===== src/rtl/ld_st_pkg.sv =====
// ---------------------------------------------------------------------------
// ld_st_pkg
// Shared definitions for the LD_ST register sequencer:
//   - op_t        : word command encodings (NOP / LOAD / CLEAR / SET)
//   - state_t     : sequencer FSM states (INIT / IDLE / DRIVE / CHECK / RESP)
//   - slice_ctrl_t: one slice's control bundle {LD_ST, set_n, clr_n, slIn}
//   - SLICE_HOLD  : control bundle that leaves a slice unchanged
// ---------------------------------------------------------------------------
package ld_st_pkg;

    typedef enum logic [1:0] {
        OP_NOP   = 2'b00,
        OP_LOAD  = 2'b01,
        OP_CLEAR = 2'b10,
        OP_SET   = 2'b11
    } op_t;

    typedef enum logic [2:0] {
        ST_INIT  = 3'd0,
        ST_IDLE  = 3'd1,
        ST_DRIVE = 3'd2,
        ST_CHECK = 3'd3,
        ST_RESP  = 3'd4
    } state_t;

    typedef struct packed {
        logic ld_st;
        logic set_n;
        logic clr_n;
        logic sl_in;
    } slice_ctrl_t;

    localparam slice_ctrl_t SLICE_HOLD = '{ld_st: 1'b0, set_n: 1'b1, clr_n: 1'b1, sl_in: 1'b0};

endpackage


===== src/rtl/ld_st_slice_drv.sv =====
// ---------------------------------------------------------------------------
// ld_st_slice_drv
// Combinational per-bit control encoder. Maps the word command onto one
// slice's control bundle; the top registers the result.
// Ports:
//   op   in  2   command op (op_t encoding)
//   mask in  1   1 = this bit is affected, 0 = hold
//   data in  1   load data for this bit (LOAD only)
//   ctrl out 4   {ld_st, set_n, clr_n, sl_in} for this slice
// ---------------------------------------------------------------------------
module ld_st_slice_drv
    import ld_st_pkg::*;
(
    input  logic [1:0]  op,
    input  logic        mask,
    input  logic        data,
    output slice_ctrl_t ctrl
);

    always_comb begin
        ctrl = SLICE_HOLD;
        if (mask) begin
            case (op_t'(op))
                OP_LOAD:  ctrl = '{ld_st: 1'b1, set_n: 1'b1, clr_n: 1'b1, sl_in: data};
                OP_CLEAR: ctrl.clr_n = 1'b0;
                OP_SET:   ctrl.set_n = 1'b0;
                default:  ctrl = SLICE_HOLD;
            endcase
        end
    end

endmodule


===== src/rtl/ld_st_reg_ctrl.sv =====
// ---------------------------------------------------------------------------
// ld_st_reg_ctrl
// Sequencer for a WIDTH-bit word of LD_ST register slices. Accepts one word
// command at a time, drives the slice controls for exactly one capture edge,
// reads the word back and reports the per-bit difference to a shadow copy of
// the commanded value.
//
// Handshakes: a transfer happens on a rising clk edge where valid and ready
// are both 1. cmd_ready is 1 only in IDLE; rsp_valid is 1 only in RESP and
// stays up (with rsp_* stable) until rsp_ready is seen.
//
// Ports:
//   clk, rst_n                 clock, asynchronous active-low reset
//   cmd_valid/ready/op/mask/data   command port
//   LD_ST, set_n, clr_n, slIn  registered per-slice controls
//   slOut                      slice array readback
//   rsp_valid/ready/err/mismatch   response port
//   err_count                  saturating count of failed checks
//   fsm_state                  current FSM state (debug)
// ---------------------------------------------------------------------------
module ld_st_reg_ctrl
    import ld_st_pkg::*;
#(
    parameter int WIDTH  = 8,
    parameter int ERR_CW = 8
) (
    input  logic              clk,
    input  logic              rst_n,
    input  logic              cmd_valid,
    output logic              cmd_ready,
    input  logic [1:0]        cmd_op,
    input  logic [WIDTH-1:0]  cmd_mask,
    input  logic [WIDTH-1:0]  cmd_data,
    output logic [WIDTH-1:0]  LD_ST,
    output logic [WIDTH-1:0]  set_n,
    output logic [WIDTH-1:0]  clr_n,
    output logic [WIDTH-1:0]  slIn,
    input  logic [WIDTH-1:0]  slOut,
    output logic              rsp_valid,
    input  logic              rsp_ready,
    output logic              rsp_err,
    output logic [WIDTH-1:0]  rsp_mismatch,
    output logic [ERR_CW-1:0] err_count,
    output state_t            fsm_state
);

    localparam logic [ERR_CW-1:0] ERR_ONE = {{(ERR_CW-1){1'b0}}, 1'b1};

    state_t           state;
    state_t           state_nxt;
    logic             accept;
    logic [WIDTH-1:0] shadow;
    logic [WIDTH-1:0] opval;
    logic [WIDTH-1:0] mismatch_nxt;
    logic             err_nxt;
    logic [WIDTH-1:0] drv_ld_st;
    logic [WIDTH-1:0] drv_set_n;
    logic [WIDTH-1:0] drv_clr_n;
    logic [WIDTH-1:0] drv_sl_in;

    assign accept = cmd_valid & cmd_ready;

    // Per-slice encoders
    for (genvar i = 0; i < WIDTH; i++) begin : g_slice
        slice_ctrl_t c;
        ld_st_slice_drv u_drv (
            .op   (cmd_op),
            .mask (cmd_mask[i]),
            .data (cmd_data[i]),
            .ctrl (c)
        );
        assign drv_ld_st[i] = c.ld_st;
        assign drv_set_n[i] = c.set_n;
        assign drv_clr_n[i] = c.clr_n;
        assign drv_sl_in[i] = c.sl_in;
    end

    // FSM: state register
    always_ff @(posedge clk or negedge rst_n) begin
        if (!rst_n) state <= ST_INIT;
        else        state <= state_nxt;
    end

    // FSM: next state
    always_comb begin
        state_nxt = state;
        case (state)
            ST_INIT:  state_nxt = ST_IDLE;
            ST_IDLE:  if (accept) state_nxt = ST_DRIVE;
            ST_DRIVE: state_nxt = ST_CHECK;
            ST_CHECK: state_nxt = ST_RESP;
            ST_RESP:  if (rsp_ready) state_nxt = ST_IDLE;
            default:  state_nxt = ST_INIT;
        endcase
    end

    // FSM: outputs
    always_comb begin
        cmd_ready = (state == ST_IDLE);
        rsp_valid = (state == ST_RESP);
        fsm_state = state;
    end

    // Slice controls. Reset holds clr_n low to clear the (unreset) slice
    // array; every edge other than an accept returns all slices to hold,
    // so commanded controls are present for exactly one capture edge.
    always_ff @(posedge clk or negedge rst_n) begin
        if (!rst_n) begin
            LD_ST <= '0;
            set_n <= '1;
            clr_n <= '0;
            slIn  <= '0;
        end else if (accept) begin
            LD_ST <= drv_ld_st;
            set_n <= drv_set_n;
            clr_n <= drv_clr_n;
            slIn  <= drv_sl_in;
        end else begin
            LD_ST <= {WIDTH{SLICE_HOLD.ld_st}};
            set_n <= {WIDTH{SLICE_HOLD.set_n}};
            clr_n <= {WIDTH{SLICE_HOLD.clr_n}};
            slIn  <= {WIDTH{SLICE_HOLD.sl_in}};
        end
    end

    // Value the masked bits take after the command; NOP keeps the shadow.
    always_comb begin
        opval = shadow;
        case (op_t'(cmd_op))
            OP_LOAD:  opval = cmd_data;
            OP_CLEAR: opval = '0;
            OP_SET:   opval = '1;
            default:  opval = shadow;
        endcase
    end

    // Shadow tracks the commanded word only; readback never corrects it.
    always_ff @(posedge clk or negedge rst_n) begin
        if (!rst_n)      shadow <= '0;
        else if (accept) shadow <= (shadow & ~cmd_mask) | (cmd_mask & opval);
    end

    assign mismatch_nxt = slOut ^ shadow;
    assign err_nxt      = |mismatch_nxt;

    // Checker: response fields only change in CHECK, so they stay stable
    // through RESP regardless of rsp_ready.
    always_ff @(posedge clk or negedge rst_n) begin
        if (!rst_n) begin
            rsp_mismatch <= '0;
            rsp_err      <= 1'b0;
            err_count    <= '0;
        end else if (state == ST_CHECK) begin
            rsp_mismatch <= mismatch_nxt;
            rsp_err      <= err_nxt;
            if (err_nxt && (err_count != '1)) err_count <= err_count + ERR_ONE;
        end
    end

endmodule


===== config.mk =====
export PLATFORM = sky130hd
export DESIGN_NAME = ld_st_reg_ctrl
export DESIGN_NICKNAME = d
export VERILOG_FILES = /design/src/rtl/ld_st_pkg.sv /design/src/rtl/ld_st_slice_drv.sv /design/src/rtl/ld_st_reg_ctrl.sv
export SDC_FILE = /design/constraint.sdc
export NUM_CORES = 1
export LEC_CHECK = 0
export CAP_MARGIN = 20
export CORE_MARGIN = 5
export CORE_UTILIZATION = 35
export DETAILED_ROUTE_END_ITERATION = 10
export PLACE_DENSITY = 0.73
export SYNTH_ARGS = -nofsm -noshare
export SYNTH_HDL_FRONTEND = slang
export SYNTH_SLANG_ARGS = --single-unit

===== constraint.sdc =====
create_clock -name clk -period 3.1 [get_ports clk]
set_input_delay 0.465 -clock clk [delete_from_list [all_inputs] [get_ports clk]]
set_output_delay 0.465 -clock clk [all_outputs]
set_load 0.01 [all_outputs]

==> results of run 1 <==
[routing by layer]
layer  vias to the layer above  wire length [um]  GRT usage
li1                        877                 -          -
met2                        57              2880      0.230
met5                         -                 0          0
met1                       854              2630      0.191
met4                         0               104     0.0656
met3                        10               327     0.0406
[power by group]
group	internal (uW)	total (uW)	switching (uW)
combinational	482	896	414
clock	516	811	295
sequential	979	1170	195
total	1980	2880	904
[kinds of logic after synthesis]
family	count (synthesis)	synth area share
AO/OA/AOI/OAI	37	0.0817
buffers and inverters	12	0.0237
adder cells (fa/ha/maj)	1	0.00527
AND/OR/NAND/NOR	79	0.190
multiplexers	2	0.0111
flip-flops	60	0.637
XOR/XNOR	14	0.0517
[critical path: stages, from the launching register on]
cell and delay (ps):
dfrtp_1 530, nor3b_1 310, clkdlybuf4s50_1 600
[area by class of cell]
type,instances,area [sq um],area share
multi-input cells,133,806,0.230
inverters,3,11.3,0.00321
flip-flops and latches,60,1510,0.431
well taps,80,100,0.0286
repair buffers,85,841,0.240
clock buffers,12,165,0.0471
clock inverters,4,70.1,0.0200
[metrics by stage]
| stage | total power (uW) | util | hold slack, ps |
|---|---|---|---|
| after floorplan | 1610 | - | 169 |
| after global placement | 2060 | 0.489 | 468 |
| after detailed placement | 2100 | 0.489 | 475 |
| after CTS | 2910 | 0.525 | 243 |
| after global routing | 3060 | 0.525 | 282 |
| final | 2880 | 0.525 | 210 |
[cell usage in the layout, fill, tap and decap left out, types with 2 or more instances in the layout]
cell / n
clkdlybuf4s50_1: 82
dfrtp_1: 52
o21ai_0: 33
nand2_1: 19
nand3_1: 19
clkbuf_8: 12
nor2_1: 10
and2_1: 9
xnor2_1: 8
dfstp_2: 8
xor2_1: 6
nand4_1: 4
nand2b_1: 3
inv_1: 3
nor3b_1: 2
nor4_1: 2
nor3_1: 2
clkinv_2: 2
bufinv_16: 2
buf_4: 2
[path summary, 6_finish.rpt]
path,cells after the start,from,endpoint
max in group asynchronous,2,rst_n,asynchronous set/reset pin
min in group clk,2,rsp_mismatch[0],rsp_mismatch[0]
max reg2reg,5,err_count[0],err_count[1]
min reg2reg,2,rsp_mismatch[0],rsp_mismatch[0]
min,1,rst_n,err_count[7]
max,2,fsm_state[2],rsp_valid
==> out/metrics.cfg, run 1 <==
[status]
outcome=finished, final reports clean

[clock_network]
clkSlewWorstSetupHoldPaths_ps=70
postCtsSetupBuffers=0
worst_skew_pair.late_latency_ps=320
tritoncts_num_sinks=60
cts_root_buffer=clkbuf_8
h-tree-depth=3
ctsLongestPathBuffers=2
post_cts_hold_buffer_count=0
numCtsBuffers=9
clock_tree_from_tritoncts=built
cts_resized=0

[synth]
synth-async-reset-ratio=1.00
ys_types=35
post-synth-top-area-cell=dfrtp_1
post_synthesis_net_count=236
postSynthAreaPerCell_sq_um=11.6
yosysTopAreaCellShare=0.548
yosys-top-cells-count=dfrtp_1 (52), o21ai_0 (33), nand2_1 (19), nand3_1 (19), nor2_1 (10)
synth.most_common_cell=dfrtp_1
syn_area_sq_mm=0.00237
yosysWarnings=0
ys_seq_elements=60
synth.area.top_cells=dfrtp_1 (55%), dfstp_2 (8.9%), o21ai_0 (7.0%), nand3_1 (4.0%), nand2_1 (3.0%)
synth_sequential_area_ratio=0.637
number_of_enable_type_register_cells_in_the_synthesized_netlist=0
yosys_most_used_dff=dfrtp_1
synth_cells=205

[grt]
grt_pass1_wl_um=9600
first_global_vias=1855
grt-ovfl-total=0
grt_max_degree=37
grtUsageTotal=0.147
antenna_violations_before_repair=0

[floorplan]
floorplan.die_area_sq_mm=0.00853
initial_core_util=0.355
placementRows=30
number_of_primary_i_o_pins=84
dieWidth_um=92.4
core_footprint_sq_mm=0.00668
die_height_um=92.4

[final_layout]
p_r_area_growth_vs_syn_pct=47.7
fin_area_sq_mm=0.00350
drive_above_1_share=0.121
nFillCells=603
layout.cells.non_filler=377
num-nets-final=323
n_antenna_cell=0

[worst_setup_path]
crit_fanout=8
worst-endpoint-required_ps=2630
cp-start-kind=flip-flop
timing.setup.critical_path_class=flip-flop to output pin
critPathArrivalTime_ps=1770
timing.critical_path.to_type=output pin
r2r_setup_slack_ps=1390

[detailed_routing]
routed_wl_um=5940
num_vias=1798
detail_route.first_pass.iterations=4
via_per_inst=4.77
drt_iter0_markers=28
detail_route.drc_violations=0
ant_nets=0
post_drt_wl_per_cell_um=15.8

[place]
numPlacedInstances=361
io_buffers=83
global_placement_routability_congestion=0.782
detailedPlacementHpwl_um=4410
dp_slack_ps=994
dpl_cell_area_sq_mm=0.00327

[hold_path]
worst_hold_path_type=primary input to asynchronous set/reset pin

[timing]
setup_viol_count_final=0
minimum_clock_period_ps=2240
hold_violation_count_in_the_final_report=0
finalCritPeriodShare=0.721
timing_worst_slew_pin_value_ps=775
rsz0062_at_grt=no
timing.slew.headroom=0.483
layout_setup_ws_ps=864
finalClockSkew_ps=8.06
final_max_slew_viol_count=0
clock.fmax_mhz=447
setup_total_negative_slack_ps=0

[pwr]
vdd.ir_drop.worst_mv=0.321
power.static_leakage_uw=0.00144
power.density_cell_area_mw_per_mm2=822

[run]
maxCapViolations=0

No activity file was read; power rests on OpenSTA's default activity.
==> run 2, diff against run 1 <==
==> constraint.sdc (replaced) <==
create_clock -name clk -period 2.11 [get_ports clk]
set_input_delay 0.3165 -clock clk [delete_from_list [all_inputs] [get_ports clk]]
set_output_delay 0.3165 -clock clk [all_outputs]
set_load 0.01 [all_outputs]
==> run 2 against run 1 <==
Clock skew down 4.8 ps. Combinational power grew 46%. Critical path depth stayed put. Critical path type unchanged. Largest cell class unchanged. Highest routed layer unchanged.
==> out/metrics.cfg, run 2 (synthesis results as in run 1) <==
[worst_setup_path]
timing.critical_path.to_type=output pin
critPathArrivalTime_ps=1640  ; -130 ps
worst-endpoint-required_ps=1790  ; -840 ps
cp-start-kind=flip-flop
timing.setup.critical_path_class=flip-flop to output pin
crit_fanout=8  ; unchanged

[detailed_routing]
post_drt_wl_per_cell_um=15.3  ; -2.8%
num_vias=1806  ; +0.44%
routed_wl_um=5820  ; -2.1%
detail_route.drc_violations=0  ; unchanged
ant_nets=0  ; unchanged
drt_iter0_markers=42  ; +50%
detail_route.first_pass.iterations=4  ; unchanged
via_per_inst=4.75  ; -0.35%

[pwr]
power.density_cell_area_mw_per_mm2=1140  ; +38%
power.static_leakage_uw=0.00143  ; -0.49%
vdd.ir_drop.worst_mv=0.425  ; +32%
power_total_uw=3970  ; +38%

[clock_network]
cts_root_buffer=clkbuf_8
clkSlewWorstSetupHoldPaths_ps=60  ; about the same
tritoncts_num_sinks=60  ; unchanged
postCtsSetupBuffers=0  ; unchanged
numCtsBuffers=9  ; unchanged
h-tree-depth=3  ; unchanged
clock_tree_from_tritoncts=built
worst_skew_pair.late_latency_ps=320  ; about the same
ctsLongestPathBuffers=2  ; unchanged

[run]
maxCapViolations=0  ; unchanged

[grt]
grt-ovfl-total=0  ; unchanged
grtUsageTotal=0.147  ; -0.000153
grt_pass1_wl_um=9740  ; +1.4%
antenna_violations_before_repair=0  ; unchanged
first_global_vias=1929  ; +4.0%
grt_max_degree=40  ; +8.1%

[status]
outcome=finished, final reports clean

[hold_path]
worst_hold_path_type=flip-flop to flip-flop

[timing]
rsz0062_at_grt=no
timing.slew.headroom=0.646  ; +0.163
setup_viol_count_final=0  ; unchanged
setup_total_negative_slack_ps=0  ; unchanged
timing_worst_slew_pin_value_ps=531  ; -244 ps
finalClockSkew_ps=3.29  ; -4.77 ps
hold_violation_count_in_the_final_report=0  ; unchanged
final_max_slew_viol_count=0  ; unchanged
minimum_clock_period_ps=1960
finalCritPeriodShare=0.929
clock.fmax_mhz=510

[floorplan]
floorplan.die_area_sq_mm=0.00853  ; unchanged
initial_core_util=0.355  ; unchanged
placementRows=30  ; unchanged
number_of_primary_i_o_pins=84  ; unchanged
dieWidth_um=92.4  ; unchanged
core_footprint_sq_mm=0.00668  ; unchanged
die_height_um=92.4  ; unchanged

[final_layout]
num-nets-final=326  ; +0.93%
nFillCells=620  ; +2.8%
layout_common_cells=clkdlybuf4s50_1 (82), dfrtp_1 (51), o21ai_0 (33), nand2_1 (19), nand3_1 (19)
drive_above_1_share=0.127  ; +0.00545
p_r_area_growth_vs_syn_pct=47.3
mostFrequentLayoutCell=clkdlybuf4s50_1
n_antenna_cell=0  ; unchanged

[place]
io_buffers=83  ; unchanged
global_placement_routability_congestion=0.747  ; -4.6%
detailedPlacementHpwl_um=4400  ; -0.29%

## run 2: report_power, final
part	leakage (uW)	switching [uW]	internal [uW]	total (uW)
Clock	0.0000965	419	520	939
Sequential	0.000713	282	1440	1720
Combinational	0.000620	594	717	1310
Total	0.00143	1300	2680	3970
## run 2: repair_timing
action                                 4_1_cts  5_1_grt
endpoints found under the hold margin       13        0
hold buffers                                 1        0
gates resized for setup                      0        2
setup endpoints to repair                    0        1
## run 2: layout make-up
| type | count | area (sq um) | area share |
|---|---|---|---|
| Clock buffer | 14 | 173 | 0.0494 |
| Clock inverter | 2 | 10.0 | 0.00286 |
| Inverter | 3 | 11.3 | 0.00322 |
| Multi-Input combinational cell | 133 | 811 | 0.232 |
| Sequential cell | 60 | 1510 | 0.433 |
| Tap cell | 80 | 100 | 0.0286 |
| Timing Repair Buffer | 88 | 878 | 0.251 |
## run 2: worst max-delay path, stage by stage, from the launching register on
cell	delay (ps)
dfrtp_1	510
nor3b_2	250
clkdlybuf4s50_1	570
## run 2: per-stage QoR
step           area, sq um  std cells  utilization  setup slack (ps)  hold slack (ps)
3_5_place_dp          3300        363        0.493               201              325
5_1_grt               3500        380        0.523              60.8              516
3_3_place_gp          3300        363        0.493               213              313
6_report              3500        380        0.523               149              484
2_1_floorplan         2370        205            -               446             20.9
4_1_cts               3490        380        0.522              24.0              494
## run 2: routing by layer
metal	vias to the layer above	GRT usage	wire length, um	share of wire
li1	886	-	-	-
met1	858	0.179	2390	0.41
met2	51	0.241	2900	0.50
met3	11	0.0512	431	0.074
met4	0	0.0520	95	0.016
met5	-	0	0	0
## run 2: final timing paths
path | from | end | slack, ps | cells after the start
worst max-delay path | fsm_state[1] | rsp_valid | 150 | 2
worst min-delay path | rsp_mismatch[5] | rsp_mismatch[5] | 480 | 2
worst max register to register | err_count[0] | err_count[1] | 420 | 5
worst min register to register | rsp_mismatch[5] | rsp_mismatch[5] | 480 | 2
max in group asynchronous | rst_n | asynchronous set/reset pin | 990 | 3
min in group asynchronous | rst_n | fsm_state[0] | 530 | 2
